$ cat config.mk
export PLATFORM = sky130hd
export DESIGN_NAME = decode_stage
export DESIGN_NICKNAME = d
export VERILOG_FILES = /design/src/rtl/decode_pkg.sv /design/src/rtl/rf_bypass.sv /design/src/rtl/decode_stage.sv
export SDC_FILE = /design/constraint.sdc
export NUM_CORES = 1
export LEC_CHECK = 0
export BUFFER_PORTS_ARGS = -buffer_cell sky130_fd_sc_hd__buf_2
export CAP_MARGIN = 40
export CORE_MARGIN = 2
export CORE_UTILIZATION = 60
export CTS_CLUSTER_DIAMETER = 120
export DETAILED_ROUTE_END_ITERATION = 12
export PLACE_DENSITY_LB_ADDON = 0.08
export SKIP_LAST_GASP = 1
export SLEW_MARGIN = 15
export SYNTH_ARGS = -nofsm -noshare
export SYNTH_HDL_FRONTEND = slang
export SYNTH_HIERARCHICAL = 1
export SYNTH_SLANG_ARGS = --single-unit
$ cat constraint.sdc
create_clock -name clk -period 4.6 [get_ports clk]
set_input_delay 0.23 -clock clk [delete_from_list [all_inputs] [get_ports clk]]
set_output_delay 0.23 -clock clk [all_outputs]
set_load 0.01 [all_outputs]
$ cat src/rtl/decode_pkg.sv
// Shared constants and encodings for the decode stage and its register file.
package decode_pkg;
  localparam int SEL_W    = 3;
  localparam int NUM_REGS = 8;

  localparam logic [4:0]       HALT_OP          = 5'b00000;
  localparam logic [SEL_W-1:0] LINK_REG_DEFAULT = 3'd7;

  typedef enum logic [1:0] {
    DEST_RT   = 2'd0,
    DEST_RS   = 2'd1,
    DEST_RD   = 2'd2,
    DEST_LINK = 2'd3
  } reg_dest_e;

  typedef enum logic [1:0] {
    IMM_SEXT5  = 2'd0,
    IMM_ZEXT5  = 2'd1,
    IMM_SEXT8  = 2'd2,
    IMM_SEXT11 = 2'd3
  } imm_sel_e;
endpackage

$ cat src/rtl/rf_bypass.sv
// 8-entry register file with two read ports, one write port and write-through
// bypass so a same-cycle write is seen by the reads.
module rf_bypass
  import decode_pkg::*;
#(
  parameter int DATA_W = 16
) (
  input  logic              clk,
  input  logic              rst,
  input  logic [SEL_W-1:0]  rd_sel1,
  input  logic [SEL_W-1:0]  rd_sel2,
  output logic [DATA_W-1:0] rd_data1,
  output logic [DATA_W-1:0] rd_data2,
  input  logic              wr_en,
  input  logic [SEL_W-1:0]  wr_sel,
  input  logic [DATA_W-1:0] wr_data
);
  logic [DATA_W-1:0] regs [NUM_REGS];

  always_ff @(posedge clk) begin
    if (rst) begin
      for (int i = 0; i < NUM_REGS; i++) regs[i] <= '0;
    end else if (wr_en) begin
      regs[wr_sel] <= wr_data;
    end
  end

  assign rd_data1 = (wr_en && wr_sel == rd_sel1) ? wr_data : regs[rd_sel1];
  assign rd_data2 = (wr_en && wr_sel == rd_sel2) ? wr_data : regs[rd_sel2];
endmodule

$ cat src/rtl/decode_stage.sv
// Decode stage: field extraction, immediate extension, register read with
// bypass, pending-write scoreboard for RAW/WAW stalls, registered output.
module decode_stage
  import decode_pkg::*;
#(
  parameter int               DATA_W   = 16,
  parameter logic [SEL_W-1:0] LINK_REG = LINK_REG_DEFAULT
) (
  input  logic              clk,
  input  logic              rst,
  input  logic              in_valid,
  output logic              in_ready,
  input  logic [15:0]       instr,
  input  logic [1:0]        RegDest,
  input  logic              in_regwrite,
  input  logic [1:0]        imm_sel,
  output logic              out_valid,
  input  logic              out_ready,
  output logic [4:0]        opcode,
  output logic [DATA_W-1:0] reg1data,
  output logic [DATA_W-1:0] reg2data,
  output logic [DATA_W-1:0] imm,
  output logic [SEL_W-1:0]  writeregsel,
  output logic              out_regwrite,
  output logic              out_halt,
  input  logic              wb_en,
  input  logic [SEL_W-1:0]  wb_sel,
  input  logic [DATA_W-1:0] wb_data,
  output logic              err
);
  // Handshake: a transfer happens on a rising edge where valid && ready.
  // A producer holding valid keeps its payload stable until it transfers;
  // the output bundle is held unchanged while out_valid && !out_ready.

  logic [SEL_W-1:0]    rs, rt, dest;
  logic [DATA_W-1:0]   rd1, rd2, imm_ext;
  logic [NUM_REGS-1:0] pending, wb_vec, dest_vec, live, set_vec;
  logic                halted, hazard, accept;

  assign rs = instr[10:8];
  assign rt = instr[7:5];

  always_comb begin
    dest = rt;
    case (RegDest)
      DEST_RT:   dest = instr[7:5];
      DEST_RS:   dest = instr[10:8];
      DEST_RD:   dest = instr[4:2];
      DEST_LINK: dest = LINK_REG;
      default:   dest = instr[7:5];
    endcase
  end

  always_comb begin
    imm_ext = '0;
    case (imm_sel)
      IMM_SEXT5:  imm_ext = {{(DATA_W-5){instr[4]}}, instr[4:0]};
      IMM_ZEXT5:  imm_ext = {{(DATA_W-5){1'b0}}, instr[4:0]};
      IMM_SEXT8:  imm_ext = {{(DATA_W-8){instr[7]}}, instr[7:0]};
      IMM_SEXT11: imm_ext = {{(DATA_W-11){instr[10]}}, instr[10:0]};
      default:    imm_ext = '0;
    endcase
  end

  rf_bypass #(.DATA_W(DATA_W)) u_rf (
    .clk      (clk),
    .rst      (rst),
    .rd_sel1  (rs),
    .rd_sel2  (rt),
    .rd_data1 (rd1),
    .rd_data2 (rd2),
    .wr_en    (wb_en),
    .wr_sel   (wb_sel),
    .wr_data  (wb_data)
  );

  // A register whose writeback lands this cycle no longer blocks, which lets
  // a stalled instruction issue in the same cycle as its releasing writeback.
  assign wb_vec   = wb_en ? ({{(NUM_REGS-1){1'b0}}, 1'b1} << wb_sel) : '0;
  assign dest_vec = {{(NUM_REGS-1){1'b0}}, 1'b1} << dest;
  assign live     = pending & ~wb_vec;
  assign hazard   = live[rs] | live[rt] | (in_regwrite & live[dest]);
  assign in_ready = !halted && !hazard && (!out_valid || out_ready);
  assign accept   = in_valid && in_ready;
  assign set_vec  = (accept && in_regwrite) ? dest_vec : '0;

  always_ff @(posedge clk) begin
    if (rst) begin
      pending <= '0;
      halted  <= 1'b0;
      err     <= 1'b0;
    end else begin
      pending <= live | set_vec;
      if (accept && instr[15:11] == HALT_OP) halted <= 1'b1;
      if (wb_en && !pending[wb_sel]) err <= 1'b1;
    end
  end

  always_ff @(posedge clk) begin
    if (rst) begin
      out_valid    <= 1'b0;
      opcode       <= '0;
      reg1data     <= '0;
      reg2data     <= '0;
      imm          <= '0;
      writeregsel  <= '0;
      out_regwrite <= 1'b0;
      out_halt     <= 1'b0;
    end else if (accept) begin
      out_valid    <= 1'b1;
      opcode       <= instr[15:11];
      reg1data     <= rd1;
      reg2data     <= rd2;
      imm          <= imm_ext;
      writeregsel  <= dest;
      out_regwrite <= in_regwrite;
      out_halt     <= (instr[15:11] == HALT_OP);
    end else if (out_ready) begin
      out_valid    <= 1'b0;
    end
  end
endmodule
==> results of run 1 <==
[cells in the mapped netlist (all sizes together), types with 18 or more instances]
cell and count:
and2 130, edfxtp 128, mux2 69, mux4 66, dfxtp 64, a21oi 50, nand4 49, buf 45
o31ai 44, clkbuf 38, nand2 18, nor2 18
[power groups by stage]
stage	logic, mW	clock network (mW)	registers, mW
after floorplan	0.445	0	2.05
after global placement	0.637	0	2.04
after detailed placement	0.652	0	2.05
after CTS	0.656	1.38	2.01
after global routing	0.709	1.44	2.02
final	0.663	1.37	2.01
[flip-flops by register name, summed over array words and instances, names as in the netlist]
| name | flops |
|---|---|
| err | 1 |
| halted | 1 |
| imm | 11 |
| opcode | 5 |
| out_halt | 1 |
| out_regwrite | 1 |
| out_valid | 1 |
| pending | 8 |
| reg1data | 16 |
| reg2data | 16 |
| u_rf/regs | 128 |
| writeregsel | 3 |
[cell type report]
| cell class | instances | area, um^2 | area share, % |
|---|---|---|---|
| Antenna cell | 2 | 5.00 | 0.0420 |
| Clock buffer | 18 | 429 | 3.60 |
| Clock inverter | 14 | 109 | 0.913 |
| Inverter | 6 | 22.5 | 0.189 |
| Multi-Input combinational cell | 554 | 5230 | 43.8 |
| Sequential cell | 192 | 5120 | 43.0 |
| Tap cell | 229 | 287 | 2.40 |
| Timing Repair Buffer | 126 | 721 | 6.04 |
[final timing paths]
path                                  from                       end  cells past startpoint
hold reg to reg   reg1data[6]$_SDFFE_PP0P_  reg1data[6]$_SDFFE_PP0P_                      2
setup / recovery                  instr[7]                  in_ready                      9
hold / removal                    instr[1]       imm[1]$_SDFFE_PP0P_                      3
setup reg to reg     pending[4]$_SDFF_PP0_       imm[4]$_SDFFE_PP0P_                      8
[kinds of logic after synthesis]
logic type | after synthesis | synth area share (%)
and+or+nand+nor | 272 | 15.3
AOI/OAI and AO/OA | 136 | 8.55
DFF | 192 | 47.3
muxes | 140 | 23.9
buffers and inverters | 89 | 4.43
xor gates and xnor gates | 6 | 0.485
[metal layers]
| layer | global-route usage [%] | share of wire, % |
|---|---|---|
| met5 | 0 | 0.046 |
| met2 | 47.7 | 49 |
| met4 | 10.4 | 2.5 |
| met3 | 5.40 | 7.5 |
| met1 | 39.3 | 41 |
[stage by stage]
stage          hold slack, ps  cell area, um^2
6_report                 61.0            11900
5_1_grt                  69.2            11900
4_1_cts                  50.7            11900
3_5_place_dp              462            11400
3_3_place_gp              445            11300
2_1_floorplan             371            10800
[worst min-delay path: stages]
cell     delay [ps]
buf_2           100
nand4_1          60
a21oi_1          50
==> run metrics, run 1 <==
status=completed; post-synthesis cell count=835; CTS Root Cell=clkbuf_16; initial antenna violation count=3; Max-cap violations=0; vias per inst=~6.7; worst path bufs/invs=3; most frequent cells in the layout=and2_1 (130), edfxtp_1 (128), buf_2 (105); CTS clock-pin slew for the worst setup and hold paths=approximately 70 ps; unrepaired setup endpoints after global routing=false; DP Worst Slack=1450 ps; Inserted Clock Buffers=17; Yosys cell types=between 50 and 60; Post-synth EDFFs=around 130; Slew Limit Fails=0; FP Rows=49; clock sinks=roughly 190; PwrDens=~340 nW/um^2; register area share after synthesis=47.3%; final period utilization=69.1%; final design utilization=between 60% and 70%; Die H=138 um; Max stage delay on crit path=around 600 ps; Area Growth Syn to Fin=10.1%; sw power=1.09 mW; ys async rst share=0%; Die W=around 140 um; CP Class=in2out; Worst path slowest cell=buf_2; final RePlAce weighted congestion=0.844; grt ovf=0; Worst EP required=between 4000 and 5000 ps; Die ar.=approximately 19000 um^2; max_slew headroom=47.3%; Net Sw Frac=27.0%; Pwr Total=about 4.0 mW; ys flop type=edfxtp_1; Comb power frac=16.4%; Yosys top cell area share=35.5%; Pleak=4.56 nW; CTS tree=yes; share of cells above drive strength 1=between 20% and 30%; fillers=~1300; Crit path max-delay family=buffers and inverters; fin crit period=~3200 ps; clock power share=between 30% and 40%; Cells after DPL=between 1000 and 1500; overall routing resource usage=29.1%; starting density of the core=between 60% and 70%; Avg Cell Area, Syn=roughly 13 um^2; Final nets=between 900 and 1000; Iteration-0 DRC Markers=762; Via Count=just under 8000; clk_skew=approximately 9.5 ps; Yosys warnings=6; commonest non-fill, non-tap cell in the layout=and2_1; critical-path maximum fanout=30; crit-path most repeated cell=buf_2; final std cells w/o fill=around 1100; Core Area=around 18000 um^2; cell area after synthesis=between 10000 and 15000 um^2; WL/cell=about 25 um; vias in the first global route=around 7500; H-tree depth=4; Detail Route Antenna Nets=0; HP Class=in2reg; detailed-route DRC error count=0; Seq cells post-synth=192; Slew @ Worst Pin=791 ps; cts repair resizes=0; Arr. time, crit path=2950 ps; clock latency on the worst-skew pair=between 400 and 500 ps; Setup WS post-layout=about 1400 ps; final setup violation count=0; Mapped Nets=880; Worst Setup Start Kind=primary input; IO Port Bufs=105; TritonRoute pass-1 iters=5; P_int=approximately 3.0 mW; I/O Pins=106; Worst VDD drop=a little under 0.3 mV; Post-CTS Hold Buffers=0; final hold vios=0; DPL Wire Length=between 15000 and 20000 um; sequential share of power=49.7%; post-CTS setup buffer count=0; Fin Setup TNS=0 ps; FF-to-FF setup slack=roughly 2000 ps; CP Cell Sequence=buf_2 > mux2_2 > o22ai_1 > and3_1 > a22oi_2 > nand3_2 > buf_4 > nor2_1 > buf_2; global-route wire length before repair=approximately 43000 um; Area contributors post-synth=edfxtp_1 (35%), mux4_1 (15%), dfxtp_1 (12%); element type at the critical path end=primary output; final wirelength=~28000 um; Max Fclk=between 0.3 and 0.4 GHz; Max Buffers Root-to-Sink=2; top cell type by total area after synthesis=edfxtp_1; largest net degree at the start of global routing=70
Note: power is estimated with default switching activity, not from simulation.
==> run 2, diff against run 1 <==
--- a/config.mk
+++ b/config.mk
@@ -8,7 +8,7 @@
 export BUFFER_PORTS_ARGS = -buffer_cell sky130_fd_sc_hd__buf_2
 export CAP_MARGIN = 40
 export CORE_MARGIN = 2
-export CORE_UTILIZATION = 60
+export CORE_UTILIZATION = 54
 export CTS_CLUSTER_DIAMETER = 120
 export DETAILED_ROUTE_END_ITERATION = 12
 export PLACE_DENSITY_LB_ADDON = 0.08
==> constraint.sdc (replaced) <==
create_clock -name clk -period 2.7 [get_ports clk]
set_input_delay 0.135 -clock clk [delete_from_list [all_inputs] [get_ports clk]]
set_output_delay 0.135 -clock clk [all_outputs]
set_load 0.01 [all_outputs]
==> run metrics, run 2 (synthesized netlist as in run 1, its figures left out) <==
vias per inst=6.46 (-4.1%); PwrDens=579 nW/um^2 (+71%); final design area excluding fillers=12200 um^2 (+2.5%); Die H=146 um (+5.3%); Worst VDD drop=0.430 mV (+45%); sequential share of power=48.3% (-1.4 points); share of cells above drive strength 1=28.4% (+0.84 points); CP Class=in2out; Hold Crit Start=in_regwrite; vias in the first global route=7435 (-0.92%); reg2reg start=pending[0]$_SDFF_PP0_; DP Worst Slack=195 ps (-1250 ps); final design utilization=62.4% (-4.4 points); Slew @ Worst Pin=718 ps (-72.3 ps); global-route wire length before repair=44900 um (+5.0%); Largest regs=u_rf/regs (128), reg1data (16), reg2data (16); CTS clock-pin slew for the worst setup and hold paths=70 ps (about the same); unrepaired setup endpoints after global routing=false; largest net degree at the start of global routing=73 (+4.3%); Pwr Total=7.08 mW (+75%); final wirelength=29600 um (+5.6%); Via Count=7718 (+0.39%); WL/cell=24.7 um (+0.82%); final RePlAce weighted congestion=0.825 (-2.2%); grt ovf=0 (unchanged); TritonRoute pass-1 iters=5 (unchanged); Largest Register=u_rf/regs; Final nets=961 (+2.0%); Slew Limit Fails=0 (unchanged); Pleak=4.70 nW (+3.1%); Setup WS post-layout=126 ps (-1290 ps); Core Area=19600 um^2 (+9.8%); max_slew headroom=52.1% (+4.8 points); CTS Root Cell=clkbuf_16; detailed-route DRC error count=0 (unchanged); initial antenna violation count=1 (-2); critical-path maximum fanout=45 (+50%); Comb power frac=16.8% (+0.4 points); Die W=146 um (+5.3%); FP Rows=51 (+4.1%); status=completed; Inserted Clock Buffers=17 (unchanged); Cells after DPL=1151 (+4.1%); final std cells w/o fill=1195 (+4.7%); final hold vios=0 (unchanged); sw power=1.93 mW (+77%); I/O Pins=106 (unchanged); clk_skew=14.4 ps (+4.93 ps); Max Buffers Root-to-Sink=2 (unchanged); fillers=1568 (+22%); most frequent cells in the layout=and2_1 (130), edfxtp_1 (128), buf_2 (105); max FFs per register=128 (unchanged); Worst EP required=2570 ps (-1800 ps); Die ar.=21200 um^2 (+11%); Fin Setup TNS=0 ps (unchanged); worst hold margin=29.2 ps (-31.7 ps); Area Growth Syn to Fin=12.9%; clock latency on the worst-skew pair=440 ps (about the same); critical path startpoint=instr[2]; element type at the critical path end=primary output; final setup violation count=0 (unchanged); Net Sw Frac=27.2% (+0.28 points); commonest non-fill, non-tap cell in the layout=and2_1; starting density of the core=55.3% (-5.4 points); Worst Setup Start Kind=primary input; clock power share=34.9% (+1.0 points); final period utilization=around 95%; Arr. time, crit path=2440 ps (-510 ps); overall routing resource usage=27.9% (-1.2 points); P_int=5.15 mW (+74%); Max-cap violations=0 (unchanged); IO Port Bufs=105 (unchanged); DPL Wire Length=18700 um (+6.5%); HP Class=in2reg; Detail Route Antenna Nets=0 (unchanged); H-tree depth=4 (unchanged); Max Fclk=0.389 GHz; area of placed instances=11500 um^2 (+1.4%); CTS tree=yes; Iteration-0 DRC Markers=595 (-22%); clock sinks=192 (unchanged); fin crit period=2570 ps
-- run 2: worst max-delay path: stages --
cell	delay, ps
dlygate4sd3_1	540
buf_2	140
mux2_4	280
o22ai_4	290
nor3_1	110
o21ai_1	210
nand4_1	200
buf_12	230
nor2_1	140
buf_2	140
-- run 2: path summary, 6_finish.rpt --
path | to | depth (start not counted) | slack (ps)
setup / recovery | in_ready | 10 | 130
hold / removal | out_regwrite$_SDFFE_PP0P_ | 3 | 30
setup reg to reg | writeregsel[2]$_SDFFE_PP0P_ | 6 | 510
hold reg to reg | reg2data[0]$_SDFFE_PP0P_ | 2 | 470
-- run 2: timing repair --
item,in CTS,in global routing
endpoints found under the setup margin,0,1
endpoints found under the hold margin,11,0
setup buffers,0,0
hold buffers,11,0
resized for setup,0,3
-- run 2: layout make-up --
class / count / area [um^2] / share of cell area (%)
inverters: 6 / 22.5 / 0.184
multi-input cells: 554 / 5240 / 42.8
diodes: 1 / 2.50 / 0.0205
clock inverters: 14 / 136 / 1.12
well taps: 265 / 332 / 2.71
clock buffers: 18 / 439 / 3.59
repair buffers: 145 / 932 / 7.62
flip-flops and latches: 192 / 5120 / 41.9
-- run 2: metal layers --
layer  vias up  share of wire, %  GRT usage (%)
met5         -                 0              0
met4         0               2.4           8.92
met3        49               6.1           5.52
met2       312                48           45.4
met1      3898                43           38.0
li1       3459                 -              -
-- run 2: power by group through the flow --
stage,Clock (mW),Combinational (mW),Sequential [mW]
4_1_cts,2.51,1.18,3.42
2_1_floorplan,0,0.759,3.49
5_1_grt,2.64,1.26,3.44
3_5_place_dp,0,1.16,3.49
6_report,2.47,1.19,3.42
3_3_place_gp,0,1.14,3.46
